## src/rtl/dram_arbiter.sv

```systemverilog
// Two-port arbiter in front of a single-port 1024x32 byte-enable DRAM (port 0 = LSU, port 1 = loader).
// Default build: fixed priority to port 0 with a starvation guard; define DRAM_ARB_RR_EN for round-robin.
module dram_arbiter #(
   parameter int ADDR_WIDTH = 10,
   parameter int DATA_WIDTH = 32,
   parameter int BE_WIDTH   = 4,
   parameter int MAX_WAIT   = 8
) (
   input  logic                  clk,
   input  logic                  rst_n,
   input  logic                  p0_req_valid,
   output logic                  p0_req_ready,
   input  logic                  p0_req_we,
   input  logic [BE_WIDTH-1:0]   p0_req_be,
   input  logic [ADDR_WIDTH-1:0] p0_req_addr,
   input  logic [DATA_WIDTH-1:0] p0_req_wdata,
   output logic                  p0_rsp_valid,
   output logic [DATA_WIDTH-1:0] p0_rsp_rdata,
   input  logic                  p1_req_valid,
   output logic                  p1_req_ready,
   input  logic                  p1_req_we,
   input  logic [BE_WIDTH-1:0]   p1_req_be,
   input  logic [ADDR_WIDTH-1:0] p1_req_addr,
   input  logic [DATA_WIDTH-1:0] p1_req_wdata,
   output logic                  p1_rsp_valid,
   output logic [DATA_WIDTH-1:0] p1_rsp_rdata,
   output logic [ADDR_WIDTH-1:0] ram_addr,
   output logic [DATA_WIDTH-1:0] ram_wr_data,
   output logic                  ram_wr_en,
   output logic [BE_WIDTH-1:0]   ram_wr_byte_en,
   input  logic [DATA_WIDTH-1:0] ram_rd_data,
   output logic                  ram_rst
);

   logic gnt0, gnt1, any_gnt;
   logic rsp_pend_q, rsp_pend_d;
   logic rsp_owner_q, rsp_owner_d;
   logic rsp_is_wr_q, rsp_is_wr_d;

`ifdef DRAM_ARB_RR_EN
   logic last_gnt_q, last_gnt_d;

   // On contention the port that did not win last time goes first.
   always_comb begin
      gnt1       = p1_req_valid & (~p0_req_valid | ~last_gnt_q);
      last_gnt_d = any_gnt ? p1_req_ready : last_gnt_q;
   end

   always_ff @(posedge clk) begin
      if (!rst_n) last_gnt_q <= 1'b0;
      else        last_gnt_q <= last_gnt_d;
   end
`else
   logic [7:0] wait_cnt_q, wait_cnt_d;
   logic       force1;

   always_comb begin
      force1     = (wait_cnt_q == 8'(MAX_WAIT));
      gnt1       = p1_req_valid & (~p0_req_valid | force1);
      wait_cnt_d = wait_cnt_q;
      if (!p1_req_valid || gnt1)
         wait_cnt_d = 8'd0;
      else if (wait_cnt_q < 8'(MAX_WAIT))
         wait_cnt_d = wait_cnt_q + 8'd1;
   end

   always_ff @(posedge clk) begin
      if (!rst_n) wait_cnt_q <= 8'd0;
      else        wait_cnt_q <= wait_cnt_d;
   end
`endif

   always_comb begin
      gnt0         = p0_req_valid & ~gnt1;
      p0_req_ready = gnt0 & rst_n;
      p1_req_ready = gnt1 & rst_n;
      any_gnt      = p0_req_ready | p1_req_ready;
      ram_rst      = ~rst_n;
   end

   // RAM is driven to idle whenever nothing is granted, including during reset.
   always_comb begin
      ram_addr       = '0;
      ram_wr_data    = '0;
      ram_wr_en      = 1'b0;
      ram_wr_byte_en = '0;
      if (p1_req_ready) begin
         ram_addr       = p1_req_addr;
         ram_wr_data    = p1_req_wdata;
         ram_wr_en      = p1_req_we;
         ram_wr_byte_en = p1_req_we ? p1_req_be : '0;
      end else if (p0_req_ready) begin
         ram_addr       = p0_req_addr;
         ram_wr_data    = p0_req_wdata;
         ram_wr_en      = p0_req_we;
         ram_wr_byte_en = p0_req_we ? p0_req_be : '0;
      end
   end

   always_comb begin
      rsp_pend_d  = any_gnt;
      rsp_owner_d = p1_req_ready;
      rsp_is_wr_d = p1_req_ready ? p1_req_we : (p0_req_ready & p0_req_we);
   end

   always_ff @(posedge clk) begin
      if (!rst_n) begin
         rsp_pend_q  <= 1'b0;
         rsp_owner_q <= 1'b0;
         rsp_is_wr_q <= 1'b0;
      end else begin
         rsp_pend_q  <= rsp_pend_d;
         rsp_owner_q <= rsp_owner_d;
         rsp_is_wr_q <= rsp_is_wr_d;
      end
   end

   // Gating with rst_n drops a response whose delivery cycle coincides with reset.
   always_comb begin
      p0_rsp_valid = rsp_pend_q & ~rsp_owner_q & rst_n;
      p1_rsp_valid = rsp_pend_q &  rsp_owner_q & rst_n;
      p0_rsp_rdata = (p0_rsp_valid & ~rsp_is_wr_q) ? ram_rd_data : '0;
      p1_rsp_rdata = (p1_rsp_valid & ~rsp_is_wr_q) ? ram_rd_data : '0;
   end

endmodule

```

## config.mk

```make
export PLATFORM = sky130hd
export DESIGN_NAME = dram_arbiter
export DESIGN_NICKNAME = d
export VERILOG_FILES = /design/src/rtl/dram_arbiter.sv
export SDC_FILE = /design/constraint.sdc
export NUM_CORES = 1
export LEC_CHECK = 0
export CORE_AREA = 10 10 91 93
export CTS_BUF_LIST = sky130_fd_sc_hd__clkbuf_8
export DETAILED_ROUTE_END_ITERATION = 7
export DIE_AREA = 0 0 101 103
export PLACE_DENSITY = 0.81
export SYNTH_ARGS = -nofsm -noshare
export SYNTH_HDL_FRONTEND = slang
export SYNTH_SLANG_ARGS = --single-unit
export TNS_END_PERCENT = 30
```

## constraint.sdc

```tcl
create_clock -name clk -period 5.45 [get_ports clk]
set_input_delay 0.545 -clock clk [delete_from_list [all_inputs] [get_ports clk]]
set_output_delay 0.545 -clock clk [all_outputs]
set_load 0.005 [all_outputs]
```

# After elaboration in Yosys (flattened, before gate mapping)
# Cells that the tools add are included.
# W data, S select, Z words.
[totals]
ff_bits = 11
input_bits = 130
output_inout_bits = 116
[op_classes]
addsub = 1
order_cmp = 1
eq_ne = 1
n_mux = 13
bitwise = 18
n_reduce_logical = 3
[ops]
columns = ["operator", "n"]
rows = [
  ["$mux W32", 4],
  ["$mux W10", 2],
  ["$mux W4", 4],
  ["$and A1 B1 Y1", 11],
  ["$add A8 B1 Y8 const B", 1],
  ["$eq A8 B4 Y1 const B", 1],
  ["$lt A8 B4 Y1 const B", 1],
  ["$not A1 Y1", 5],
  ["$mux W1", 3],
  ["$or A1 B1 Y1", 2],
  ["$reduce_or A2 Y1", 1],
  ["$logic_not A1 Y1", 1],
  ["$logic_or A1 B1 Y1", 1],
]

# Longest topological paths before layout
[logic_depth]
word_depth = 8
mapped_depth = 7
depth_no_buf = 5

# Least setup slack after synthesis
# No wires, ideal clock.
[synth_timing]
path_type = "flip-flop to output port"
start = "reg wait_cnt_q[7]"
end = "out ram_addr[0]"
t_arrival_ns = 1.644
required_time_ns = 4.905
slack_ns = 3.261
path_stages_with_launch = 7
path_buffers = 3
cell_sequence = "dfxtp_1 or4_4 buf_6 o211a_1 buf_6 buf_6 a32o_1"
[synth_via]
elab_chain_len = 8
elab_cells_between_ends = 9
[synth_rtl]
columns = ["element", "line_no", "rtl"]
rows = [
  ["from (decl)", "54", "logic [7:0] wait_cnt_q, wait_cnt_d;"],
  ["from (signal assigned)", "69", "else wait_cnt_q <= wait_cnt_d;"],
  ["$eq A8 B4 Y1", "58", "force1 = (wait_cnt_q == 8'(MAX_WAIT));"],
  ["$or A1 B1 Y1", "59", "gnt1 = p1_req_valid & (~p0_req_valid | force1);"],
  ["$and A1 B1 Y1", "59", ""],
  ["$not A1 Y1", "74", "gnt0 = p0_req_valid & ~gnt1;"],
  ["$and A1 B1 Y1", "74", ""],
  ["$and A1 B1 Y1", "75", "p0_req_ready = gnt0 & rst_n;"],
  ["named net p0_req_ready", "12", "output logic p0_req_ready,"],
  ["$mux W10", "92", "end else if (p0_req_ready) begin"],
  ["$mux W10", "87", "if (p1_req_ready) begin"],
  ["to (decl)", "27", "output logic [ADDR_WIDTH-1:0] ram_addr,"],
]
# The timed path passes the listed nets, and every way through them passes these cells.

# Final worst setup path
[layout_timing]
start = "in rst_n"
end = "out ram_wr_data[18]"
[layout_via]
elab_chain_len = 3
elab_cells_between_ends = 4
[layout_rtl]
columns = ["element", "line_no", "rtl"]
rows = [
  ["from (decl)", "10", "input logic rst_n,"],
  ["$and A1 B1 Y1", "75", ""],
  ["$mux W32", "92", ""],
  ["$mux W32 (*)", "87", ""],
  ["to (decl)", "28", "output logic [DATA_WIDTH-1:0] ram_wr_data,"],
]
# Every way passes the cells marked *; elsewhere a longest branch is shown, timed or not.

==> impl_results.md <==
* Status: finished, final reports clean
* Avg Inst Size Synth at a little under 8 sq um
* Worst-Margin Slew at 1.06 ns
* Worst rel slew slack at 29.2%
* Switch Pwr at 103 uW
* Max stage delay cell, worst path: and2_1
* Post-CTS Hold Buffers at 0
* Post-Syn Instances at 196
* Num CTS Buffers at 3
* Gpl congestion at 0.896
* Synth Cell Area at approximately 1500 sq um
* Die H at 103 um
* Overall Global Routing Usage at between 10% and 20%
* Later-pin clock latency in the skew report at about 0.24 ns
* CP max FO at 30
* Remaining antenna violation count after routing at 0
* Worst EP arrival at 3.13 ns
* Seq/Total Area, Yosys at between 10 and 15%
* Fmax at 272 MHz
* Switching Fraction at 26.4%
* Cts repair resizes at 0
* Final instance area at 4010 sq um
* Tcrit/Tclk final at 67.4%
* Fin. Hold Viols at 0
* Vias at 2485
* Seq pwr share at approximately a fifth
* Main synth FF type: dfxtp_1
* Endpoints failing setup at 0
* DR DRC count at 0
* Clock Sinks at 11
* CP Cell Sequence: clkdlybuf4s50_1 -> and2_1 -> buf_4 -> a32o_1 -> clkdlybuf4s50_1
* Reg2reg setup slack at 3.38 ns
* Post-synthesis async set-or-reset flop share at 0%
* Worst hold path class: register to register
* Reg clk slew, reported paths at around 0.050 ns
* Worst Path Class, Setup: input port to output port
* TritonRoute pass-1 iters at 5
* Starting DRT DRC Count at 91
* # IOs at between 200 and 250
* Setup Buffers After CTS at 0
* Max incr delay on CP at 0.76 ns
* Crit path time final at 3.67 ns
* Critical Path Source Type: input port
* First-pass GRT wire length at 15000 um
* Clk Tree Root Cell: clkbuf_8
* Synthesized flop and latch total at 11
* Cell Rows at 30
* Crit end category: output port
* Die footprint at 10400 sq um
* CTS tree: yes
* Fraction of layout cells with a size suffix above 1 at approximately 2.3%
* H-tree depth at 1
* Half-perimeter wire length after placement at 9170 um
* RSZ-0062 raised after global routing: no
* Worst VDD drop at 0.0789 mV
* Pin count of the biggest net entering global routing at 45
* Count of cell types in the netlist at 29
* Critical Path RT at 4.91 ns
* Worst Skew at 0.00321 ns
* Initial antenna violation count at 0
* Number of global-route vias before repair at 2556
* Sum Neg Setup Slack at 0 ns
* GRT overflow at 0
* Antenna diodes at 0
* Most frequent cell on the critical path: clkdlybuf4s50_1
* Initial cell density of the core at 23.1%
* WL per Instance at between 20 and 25 um
* Warnings, synthesis at 0
* Die width at slightly above 100 um
* Core Footprint at 6570 sq um
* Power density cells at 97.2 nW/um^2
* Cell area after placement at 3970 sq um
* Clock buffer depth at 2
* Static Leakage at 1.48 nW
* # nets final at 559
* Final Slew Violations at 0
* Area Growth Syn to Fin at 165%
* Number of synthesized flops with an enable pin at 0
* Total wire length at 10600 um
* Combinational share of power at 57.4%
* Post-Syn Nets at roughly 330
* Port Buffer Count at 245
* Clock power share at 21.3%
* Vias/cell at slightly below 5
* # Max-Cap Violations at 0
* Pint at between 200 and 300 uW
synth_stat cells, drive strengths merged, types with 2 or more instances:
cell type | number | area share (%)
inv | 8 | 2.0
dfxtp | 11 | 15
buf | 10 | 5.8
a32o | 42 | 28
and2 | 67 | 28
ha | 2 | 1.7
clkbuf | 13 | 3.2
nor2 | 3 | 0.74
o22ai | 4 | 1.7
a21oi | 4 | 1.3
nand3 | 6 | 2.0
and3 | 5 | 2.1
nand2 | 2 | 0.50
o21ai | 6 | 2.7
critical path: cells and delay by family:
kind | cells | cell delay, ns
buffers and inverters | 3 | 1.53
AND/OR/NAND/NOR | 1 | 0.76
AO/OA/AOI/OAI | 1 | 0.27
kinds of logic (layout without fill, tap and decap cells):
family	after synthesis	in the layout	synth area share (%)
simple gates	92	92	37.2
compound gates	60	60	35.7
buf+inv	31	261	11.0
flops	11	11	14.5
fa+ha+maj	2	2	1.65
worst paths after layout:
path | to | startpoint | cells after the start
max reg2reg | rsp_owner_q | wait_cnt_q[7] | 3
min | wait_cnt_q[6] | wait_cnt_q[6] | 1
max | ram_wr_data[18] | rst_n | 5
min reg2reg | wait_cnt_q[6] | wait_cnt_q[6] | 1
area by class of cell:
type | count | area (sq um)
Tap cell | 80 | 100
Multi-Input combinational cell | 154 | 1130
Sequential cell | 11 | 220
Clock buffer | 3 | 41.3
Clock inverter | 1 | 3.75
Inverter | 8 | 30.0
Fill cell | 590 | 2560
Timing Repair Buffer | 249 | 2480
through the flow:
step	hold WS (ns)	std cells	setup WS, ns	utilization [%]	total power [mW]
after floorplan	0.473	196	3.26	-	0.143
after CTS	0.501	506	1.80	61.1	0.395
final	0.502	506	1.78	61.1	0.390
after global routing	0.525	506	1.64	61.1	0.414
after global placement	0.487	502	1.83	60.4	0.307
after detailed placement	0.495	502	1.81	60.4	0.310
power groups by stage:
stage | registers, mW | logic, mW | clock network (mW)
after CTS | 0.0833 | 0.226 | 0.0853
after floorplan | 0.0846 | 0.0583 | 0
after global routing | 0.0834 | 0.241 | 0.0894
final | 0.0833 | 0.224 | 0.0829
after detailed placement | 0.0849 | 0.225 | 0
after global placement | 0.0849 | 0.222 | 0
per-layer routing:
metal	wire (um)	vias to the layer above	GRT usage [%]
met5	0	-	0
met2	5430	141	31.3
met4	111	0	4.29
met3	1220	10	7.51
li1	-	1200	-
met1	3840	1134	20.6
cell usage in the layout (no fill, tap or decap), types with 2 or more instances in the layout:
master           instances
clkdlybuf4s50_1        245
and2_1                  67
a32o_1                  42
dfxtp_1                 11
inv_1                    9
nand3_1                  6
and3_1                   5
o21ai_0                  5
o22ai_1                  4
a21oi_1                  4
buf_4                    4
nor2_1                   3
clkbuf_8                 3
nand2_1                  2
ha_1                     2
sequential cells by signal (all words and copies together), names as in the netlist:
| name | count |
|---|---|
| rsp_owner_q | 1 |
| wait_cnt_q | 8 |
| rsp_is_wr_q | 1 |
| rsp_pend_q | 1 |
Power figures use the tool's default switching activity.
